--- src/rtl/forward_ctrl_pkg.sv ---
// Shared definitions for the forwarding / load-use hazard controller:
// operand-select codes, FSM encodings and shadow-pipeline stage payloads.
package forward_ctrl_pkg;

    localparam int unsigned REG_W = 5;
    localparam int unsigned FWD_W = 2;

    localparam logic [FWD_W-1:0] FWD_RF  = 2'b00;
    localparam logic [FWD_W-1:0] FWD_MEM = 2'b10;
    localparam logic [FWD_W-1:0] FWD_WB  = 2'b01;

    typedef enum logic {
        RUN     = 1'b0,
        LDSTALL = 1'b1
    } state_t;

    typedef struct packed {
        logic             valid;
        logic [REG_W-1:0] rs1;
        logic [REG_W-1:0] rs2;
        logic [REG_W-1:0] rd;
        logic             regwrite;
        logic             memread;
    } ex_stage_t;

    // MEM and WB shadows only need to know who they write.
    typedef struct packed {
        logic             valid;
        logic [REG_W-1:0] rd;
        logic             regwrite;
    } wr_stage_t;

    // True when a stage will write a non-x0 register that matches idx.
    function automatic logic writes_reg(input wr_stage_t s, input logic [REG_W-1:0] idx);
        return s.valid && s.regwrite && (s.rd != '0) && (s.rd == idx);
    endfunction

endpackage

--- src/rtl/forward_ctrl_fwd_sel.sv ---
// Per-operand forwarding select: picks MEM over WB over the register file.
module fwd_sel
    import forward_ctrl_pkg::*;
(
    input  logic             ex_valid,
    input  logic [REG_W-1:0] src,
    input  wr_stage_t        mem,
    input  wr_stage_t        wb,
    output logic [FWD_W-1:0] sel_c
);

    always_comb begin
        sel_c = FWD_RF;
        if (ex_valid) begin
            if (writes_reg(mem, src)) begin
                sel_c = FWD_MEM;
            end else if (writes_reg(wb, src)) begin
                sel_c = FWD_WB;
            end
        end
    end

endmodule

--- src/rtl/forward_ctrl.sv ---
// Forwarding and load-use stall controller tracking a shadow EX/MEM/WB pipeline.
// Define FWD_RF_BYPASS_EN to drive rf_byp_A/B from the WB shadow stage.
module forward_ctrl
    import forward_ctrl_pkg::*;
#(
    parameter int unsigned CNT_W = 16
) (
    input  logic             clk,
    input  logic             rstn,
    input  logic             id_valid,
    input  logic [REG_W-1:0] id_rs1,
    input  logic [REG_W-1:0] id_rs2,
    input  logic [REG_W-1:0] id_rd,
    input  logic             id_regwrite,
    input  logic             id_memread,
    input  logic             flush,
    output logic [FWD_W-1:0] forward_A,
    output logic [FWD_W-1:0] forward_B,
    output logic             stall,
    output logic             rf_byp_A,
    output logic             rf_byp_B,
    output logic [CNT_W-1:0] stall_cnt
);

    state_t           state_q;
    state_t           state_d;
    ex_stage_t        ex_q;
    ex_stage_t        ex_d;
    wr_stage_t        mem_q;
    wr_stage_t        wb_q;
    logic [CNT_W-1:0] stall_cnt_q;
    logic [CNT_W-1:0] stall_cnt_d;
    logic             hazard_c;
    logic             admit_c;

    // A load in EX whose destination is read by the instruction in ID.
    always_comb begin
        hazard_c = ex_q.valid && ex_q.memread && (ex_q.rd != '0) && id_valid
                   && ((ex_q.rd == id_rs1) || (ex_q.rd == id_rs2));
    end

    always_comb begin
        state_d = state_q;
        stall   = 1'b0;
        case (state_q)
            RUN: begin
                if (hazard_c && !flush) begin
                    stall   = 1'b1;
                    state_d = LDSTALL;
                end
            end
            LDSTALL: state_d = RUN;
            default: state_d = RUN;
        endcase
    end

    always_comb begin
        admit_c = id_valid && !stall && !flush;
        ex_d    = '0;
        if (admit_c) begin
            ex_d.valid    = 1'b1;
            ex_d.rs1      = id_rs1;
            ex_d.rs2      = id_rs2;
            ex_d.rd       = id_rd;
            ex_d.regwrite = id_regwrite;
            ex_d.memread  = id_memread;
        end
    end

    // Saturating count of stall cycles; never wraps.
    always_comb begin
        stall_cnt_d = stall_cnt_q;
        if (stall && (stall_cnt_q != '1)) begin
            stall_cnt_d = stall_cnt_q + CNT_W'(1);
        end
    end

    always_ff @(posedge clk or negedge rstn) begin
        if (!rstn) begin
            state_q     <= RUN;
            ex_q        <= '0;
            mem_q       <= '0;
            wb_q        <= '0;
            stall_cnt_q <= '0;
        end else begin
            state_q     <= state_d;
            ex_q        <= ex_d;
            mem_q       <= wr_stage_t'{valid: ex_q.valid, rd: ex_q.rd, regwrite: ex_q.regwrite};
            wb_q        <= mem_q;
            stall_cnt_q <= stall_cnt_d;
        end
    end

    assign stall_cnt = stall_cnt_q;

    fwd_sel u_fwd_a (
        .ex_valid (ex_q.valid),
        .src      (ex_q.rs1),
        .mem      (mem_q),
        .wb       (wb_q),
        .sel_c    (forward_A)
    );

    fwd_sel u_fwd_b (
        .ex_valid (ex_q.valid),
        .src      (ex_q.rs2),
        .mem      (mem_q),
        .wb       (wb_q),
        .sel_c    (forward_B)
    );

`ifdef FWD_RF_BYPASS_EN
    assign rf_byp_A = writes_reg(wb_q, id_rs1);
    assign rf_byp_B = writes_reg(wb_q, id_rs2);
`else
    // Register file writes in the first half-cycle, so ID never needs a bypass.
    assign rf_byp_A = 1'b0;
    assign rf_byp_B = 1'b0;
`endif

endmodule

--- config.mk ---
export PLATFORM = sky130hd
export DESIGN_NAME = forward_ctrl
export DESIGN_NICKNAME = d
export VERILOG_FILES = /design/src/rtl/forward_ctrl_pkg.sv /design/src/rtl/forward_ctrl_fwd_sel.sv /design/src/rtl/forward_ctrl.sv
export SDC_FILE = /design/constraint.sdc
export NUM_CORES = 1
export LEC_CHECK = 0
export CAP_MARGIN = 30
export CORE_MARGIN = 2
export CORE_UTILIZATION = 46
export DETAILED_ROUTE_END_ITERATION = 10
export HOLD_SLACK_MARGIN = 0.15
export PLACE_DENSITY = 0.75
export SLEW_MARGIN = 20
export SYNTH_ARGS = -nofsm -noshare
export SYNTH_HDL_FRONTEND = slang
export SYNTH_SLANG_ARGS = --single-unit
--- constraint.sdc ---
create_clock -name clk -period 1.77 [get_ports clk]
set_input_delay 0.2655 -clock clk [delete_from_list [all_inputs] [get_ports clk]]
set_output_delay 0.2655 -clock clk [all_outputs]
set_load 0.005 [all_outputs]
==> flow_summary.json, run 1 <==
{
  "worst_clock_skew_ns": 0.0134,
  "p_total_mw": 2.15,
  "antenna_found_initial": 0,
  "htree_num_levels": 2,
  "core_sq_um": 4720,
  "layout_commonest_cell": "dfrtp_1",
  "synthFlopType": "dfrtp_1",
  "final_cell_mix": "dfrtp_1 (49), buf_4 (45), clkdlybuf4s50_1 (35)",
  "ant_nets": 0,
  "port_buffers": 41,
  "cap_viol_max_count": 0,
  "cts_root_buf": "clkbuf_8",
  "min_to": "mem_q[0]$_DFF_PN0_",
  "cellLeakagePower_nw": 1.68,
  "yosysSeqAreaShare_pct": 54.4,
  "slew_viol_final": 0,
  "worstPathArrival_ns": 1.93,
  "ctsLongestPathBuffers": 2,
  "stdcell_count": 364,
  "critPathRequiredTime_ns": 1.50,
  "setup-violations-final": 34,
  "wirelength_mm": 6.39,
  "die-area_sq_um": 5470,
  "rr_worst_depth": 5,
  "route.detailed.drc": 0,
  "grt_pass1_vias": 1869,
  "relSlewSlack_pct": 60.6,
  "fin_area_sq_um": 3640,
  "detailed_place_hpwl_mm": 3.67,
  "holdWs_ns": 0.361,
  "place_inst": 340,
  "routed_via_density": 5.17,
  "num_antenna_cells": 0,
  "crit_type": "reg2out",
  "grt-ovfl-total": 0,
  "fin_nets": 318,
  "first_iter_violations": 74,
  "cts_tree": "done",
  "finalCritPeriodShare_pct": 124,
  "clock-sinks": 49,
  "rsz0062_at_grt": "true",
  "grt_max_degree": 26,
  "worstSetupStartpointType": "flip-flop",
  "numCtsBuffers": 5,
  "post_drt_wl_per_cell_microns": 17.6,
  "num_rows": 25,
  "path_buf_inv": 2,
  "holdPathStages": 0,
  "max_freq_ghz": 0.455,
  "dpl_worst_slack_ns": -0.484,
  "cts.clk_slew.worst_paths_ns": 0.09,
  "gp_congestion": 0.864,
  "hp-class": "reg2reg",
  "drive_gt1_share_pct": 45.8,
  "grt_use_total_pct": 22.3,
  "timing.final.ws_setup_ns": -0.427,
  "dpl_cell_area_sq_um": 3080,
  "grt_pass1_wl_mm": 8.91,
  "syn_inst": 192,
  "num_io_pins": 44,
  "start_util_pct": 47.7,
  "crit_slowest_cell": "or4_4",
  "max_stage_delay_ns": 0.51,
  "cp_cell_sequence": "or4_4 -> o211ai_1 -> buf_4 -> nor4_2 -> nor4_1 -> buf_2",
  "n_fill_cell": 279,
  "endpoint_kind": "output port",
  "synth.cell_area_sq_um": 2250,
  "hold_violations": 0,
  "cp_max_fo": 2,
  "cp_top_family": "simple AND/OR/NAND/NOR gates",
  "ys_warn_count": 0,
  "synth-edff-count": 0,
  "drt_pass1_iterations": 4,
  "avgSynthCellArea_sq_um": 11.7,
  "reg2reg_to": "stall_cnt[14]$_DFFE_PN0P_",
  "peakVddDrop_uv": 515,
  "holdCritStartpoint": "ex_q[1]$_DFF_PN0_",
  "insertion_delay_ns": 0.31,
  "rr_startpoint": "ex_q[4]$_DFF_PN0_",
  "ff2ff_setup_slack_ns": -0.15,
  "die_y_microns": 74.0,
  "die_w_microns": 74.0,
  "area_growth_pct": 61.6,
  "power.density_nw_per_um2": 590,
  "violations": "setup timing",
  "ys_types": 33,
  "outcome": "finished, violations left",
  "min_period_ns": 2.20,
  "vias": 1882,
  "max_slew.worst_pin.slew_ns": 0.591,
  "async_flop_share_pct": 100,
  "ys_ff_latch": 49
}
[timing repair]
action                                  4_1_cts  5_1_grt
pin swaps                                    27       21
hold endpoints to repair                     24        0
gates cloned                                  1        0
hold buffers                                  1        0
buffers inserted                             10        4
endpoints found under the setup margin       36       38
resized for setup                            61       34
[synthesized netlist by cell type, drive strengths merged, types with 3 or more instances]
cell type,count,area share (%)
and2,20,6.5
buf,6,2.1
dfrtp,49,54
mux2,3,1.5
nand2,10,1.7
nand3,12,2.7
nand4,7,1.9
nor2,5,0.83
nor3,9,2.0
nor4,7,1.9
or4,4,1.5
xnor2,22,8.6
xor2,21,8.2
[report_power, final]
group          switching (mW)  internal [mW]  total [mW]
clock                   0.365          0.317       0.682
sequential             0.0212           1.15        1.17
combinational           0.134          0.164       0.297
[metrics by stage]
step	TNS [ns]	utilization, %
6_report	-3.49	77.1
5_1_grt	-5.75	77.1
4_1_cts	-2.84	73.1
2_1_floorplan	-0.225	-
3_3_place_gp	-6.34	65.1
3_5_place_dp	-7.33	65.1
[flip-flops by register name (all words and copies together), names as in the netlist]
signal,count
stall_cnt,16
wb_q,7
state_q,1
ex_q,18
mem_q,7
[cells by family (layout without fill, tap and decap cells)]
| kind of cell | after synthesis | count (layout) | synth area share (%) |
|---|---|---|---|
| buffers and inverters | 7 | 111 | 2.28 |
| other | 1 | 2 | 0.166 |
| multiplexers | 3 | 3 | 1.50 |
| adder cells (fa/ha/maj) | 1 | 1 | 0.555 |
| AO/OA/AOI/OAI | 7 | 7 | 2.89 |
| AND/OR/NAND/NOR | 81 | 81 | 21.5 |
| flip-flops | 49 | 49 | 54.4 |
| XOR/XNOR | 43 | 43 | 16.7 |
[final cells by class]
class	count	area [sq um]	share of cell area (%)
multi-input combinational	137	1310	36.1
timing repair buffer	102	918	25.2
inverter	1	3.75	0.103
clock inverter	2	13.8	0.378
tap	67	83.8	2.30
sequential	49	1230	33.7
clock buffer	6	82.6	2.27
[worst register-to-register path, stage by stage, from the launching register on]
cell	delay [ns]
dfrtp_1	0.40
or4_4	0.53
o211ai_1	0.28
buf_4	0.26
nor3_4	0.06
mux2_4	0.29
[how the worst max path moves through the flow]
stage,to,from,depth (start not counted)
5_1_grt,forward_B[0],mem_q[4]$_DFF_PN0_,6
3_5_place_dp,forward_A[0],wb_q[3]$_DFF_PN0_,5
4_1_cts,forward_A[0],mem_q[5]$_DFF_PN0_,6
2_1_floorplan,stall_cnt[8]$_DFFE_PN0P_,ex_q[3]$_DFF_PN0_,5
6_report,forward_A[0],mem_q[4]$_DFF_PN0_,6
3_3_place_gp,forward_A[0],wb_q[3]$_DFF_PN0_,5
[routing by layer]
metal / global-route usage (%) / part of all wire (%) / up-vias
li1: - / - / 873
met3: 5.42 / 3.3 / 17
met4: 8.48 / 3.3 / 0
met1: 27.8 / 41 / 943
met5: 0 / 0 / -
met2: 37.7 / 53 / 49
(Power assumes the default switching activity.)
==> run 2, diff against run 1 <==
ABC_AREA = 1   (was not set)
CORE_UTILIZATION = 48   (was 46)
PLACE_DENSITY = 0.76   (was 0.75)
==> run 2 against run 1 <==
  * Final cell count grew 33%
  * Synthesized area grew 15%
  * Non-clock buffer count shrank 25
  * Total power grew 10%
  * Largest power group unchanged
  * Critical path depth grew 2
  * Cell area shrank 3.6%
  * Sequential power is essentially flat
  * The run still ends with setup timing left
==> flow_summary.json, run 2 <==
{
  "outcome": "finished, violations left",
  "violations": "setup timing",
  "yosysSeqAreaShare_pct": 47.3,
  "ys_warn_count": 0,
  "ys_types": 24,
  "htree_num_levels": 2,
  "max_freq_ghz": 0.541,
  "worstSetupStartpointType": "flip-flop",
  "routed_via_density": 4.72,
  "cts_tree": "done",
  "final_cell_mix": "nand2_1 (85), inv_1 (63), dfrtp_1 (46)",
  "hp-class": "in2reg",
  "yosysTopAreaCell": "dfrtp_1",
  "power_frac_comb_pct": 10.9,
  "die_y_microns": 77.5,
  "synth.cell_area_sq_um": 2590,
  "synth_top_area_share_pct": 47.3,
  "ctsLongestPathBuffers": 2,
  "worst_clock_skew_ns": 0.00417,
  "power_frac_clock_pct": 39.2,
  "layout_commonest_cell": "nand2_1",
  "port_buffers": 41,
  "detailed_place_hpwl_mm": 3.93,
  "die_w_microns": 77.5,
  "numCtsBuffers": 5,
  "synth-edff-count": 0,
  "timing.final.ws_setup_ns": -0.0799,
  "largest_reg_flops": 18,
  "grt-ovfl-total": 0,
  "p_seq_share_pct": 49.9,
  "setup-violations-final": 3,
  "cp_max_fo": 3,
  "syn_inst": 339,
  "first_iter_violations": 111,
  "wirelength_mm": 5.58,
  "place_inst": 466,
  "die-area_sq_um": 6010,
  "gp_congestion": 0.902,
  "ys_top_cells_by_area": "dfrtp_1 (47%), nand2_1 (12%), inv_1 (9.6%)",
  "async_flop_share_pct": 100,
  "stdcell_count": 485,
  "worstPathArrival_ns": 1.58,
  "critPathRequiredTime_ns": 1.50,
  "num_rows": 26,
  "crit_type": "reg2out",
  "ant_nets": 0,
  "grt_max_degree": 50,
  "finalCritPeriodShare_pct": 105,
  "grt_use_total_pct": 20.4,
  "fin_nets": 436,
  "slew_viol_final": 0,
  "drive_gt1_share_pct": 18.8,
  "drt_pass1_iterations": 4,
  "ys_ff_latch": 49,
  "min_period_ns": 1.85,
  "insertion_delay_ns": 0.30,
  "ff2ff_setup_slack_ns": 0.15,
  "cap_viol_max_count": 0,
  "yosysMostFrequentCell": "nand2_1",
  "synthFlopType": "dfrtp_1",
  "vias": 2289,
  "post_drt_wl_per_cell_microns": 11.5,
  "endpoint_kind": "output port",
  "grt_pass1_vias": 2271,
  "p_int_mw": 1.84,
  "netlist_top_cells_count": "nand2_1 (86), inv_1 (66), dfrtp_1 (49)",
  "num_io_pins": 44,
  "avgSynthCellArea_sq_um": 7.65,
  "rsz0062_at_grt": "true",
  "peakVddDrop_uv": 676,
  "core_sq_um": 5170,
  "start_util_pct": 50.1,
  "route.detailed.drc": 0,
  "cts.clk_slew.worst_paths_ns": 0.08,
  "p_switching_uw": 524,
  "hold_violations": 0,
  "num_antenna_cells": 0,
  "dpl_worst_slack_ns": -0.337,
  "clock-sinks": 49,
  "cellLeakagePower_nw": 1.88,
  "antenna_found_initial": 0,
  "power.density_nw_per_um2": 674,
  "largest-register": "ex_q",
  "grt_pass1_wl_mm": 9.87,
  "cts_root_buf": "clkbuf_8",
  "swShare_pct": 22.1,
  "area_growth_pct": 35.4
}
[run 2: power by group through the flow]
stage	registers, mW	logic (mW)	clock network (mW)
after floorplan	1.19	0.116	0
after global placement	1.20	0.221	0
after detailed placement	1.20	0.225	0
after CTS	1.18	0.250	0.946
after global routing	1.19	0.287	0.997
final	1.18	0.257	0.928
[run 2: cell type report]
cell class	instances	area [sq um]
fillers	424	1660
clock inverters	3	65.1
clock buffers	5	68.8
flip-flops and latches	49	1230
multi-input cells	214	1130
repair buffers	77	683
well taps	70	87.6
inverters	67	251
[run 2: critical path, cell delays in order, from the launching register on]
cell     delay (ns)
dfrtp_1        0.42
buf_6          0.13
xnor2_2        0.12
nand2_1        0.08
nor3_2         0.15
nand2_1        0.08
buf_4          0.14
nor2_2         0.06
buf_2          0.11
[run 2: what timing repair did]
action | in CTS | in global routing
pin swaps | 15 | 12
buffers inserted | 7 | 3
endpoints found under the hold margin | 49 | 0
resized for setup | 35 | 14
hold buffers | 1 | 0
setup endpoints to repair | 5 | 9
[run 2: cell families (layout without fill, tap and decap cells)]
logic type | count (synthesis) | after routing | synth area share, %
AND/OR/NAND/NOR | 184 | 184 | 31.3
buffers and inverters | 77 | 152 | 12.9
flip-flops | 49 | 49 | 47.3
XOR/XNOR | 19 | 19 | 6.42
AO/OA/AOI/OAI | 8 | 8 | 1.54
adder cells (fa/ha/maj) | 1 | 1 | 0.482
other | 1 | 2 | 0.145
[run 2: worst paths after layout]
| check | start | to | cells after the start |
|---|---|---|---|
| max | mem_q[3]$_DFF_PN0_ | forward_A[1] | 8 |
| min | id_rs1[0] | ex_q[12]$_DFF_PN0_ | 4 |
| max reg2reg | stall_cnt[0]$_DFFE_PN0P_ | stall_cnt[6]$_DFFE_PN0P_ | 10 |
| min reg2reg | ex_q[1]$_DFF_PN0_ | mem_q[0]$_DFF_PN0_ | 0 |
| max in group asynchronous | rstn | ex_q[14]$_DFF_PN0_ | 3 |
| min in group asynchronous | rstn | ex_q[5]$_DFF_PN0_ | 3 |
[run 2: metal layers]
layer  routed length, microns  track usage (%)
met1                     2540             26.5
met2                     2720             34.8
met3                      223             3.49
met4                       92             6.61
met5                        0                0
[run 2: per-stage QoR]
stage | area [sq um] | utilization (%) | power (mW) | hold WS [ns] | setup TNS [ns]
after detailed placement | 3210 | 62.0 | 1.43 | 0.272 | -2.24
after floorplan | 2600 | - | 1.31 | -0.0301 | 0
final | 3510 | 67.9 | 2.37 | 0.328 | -0.119
after CTS | 3450 | 66.8 | 2.38 | 0.356 | -0.239
after global placement | 3210 | 62.0 | 1.42 | 0.263 | -1.35
after global routing | 3510 | 67.9 | 2.47 | 0.344 | -0.563
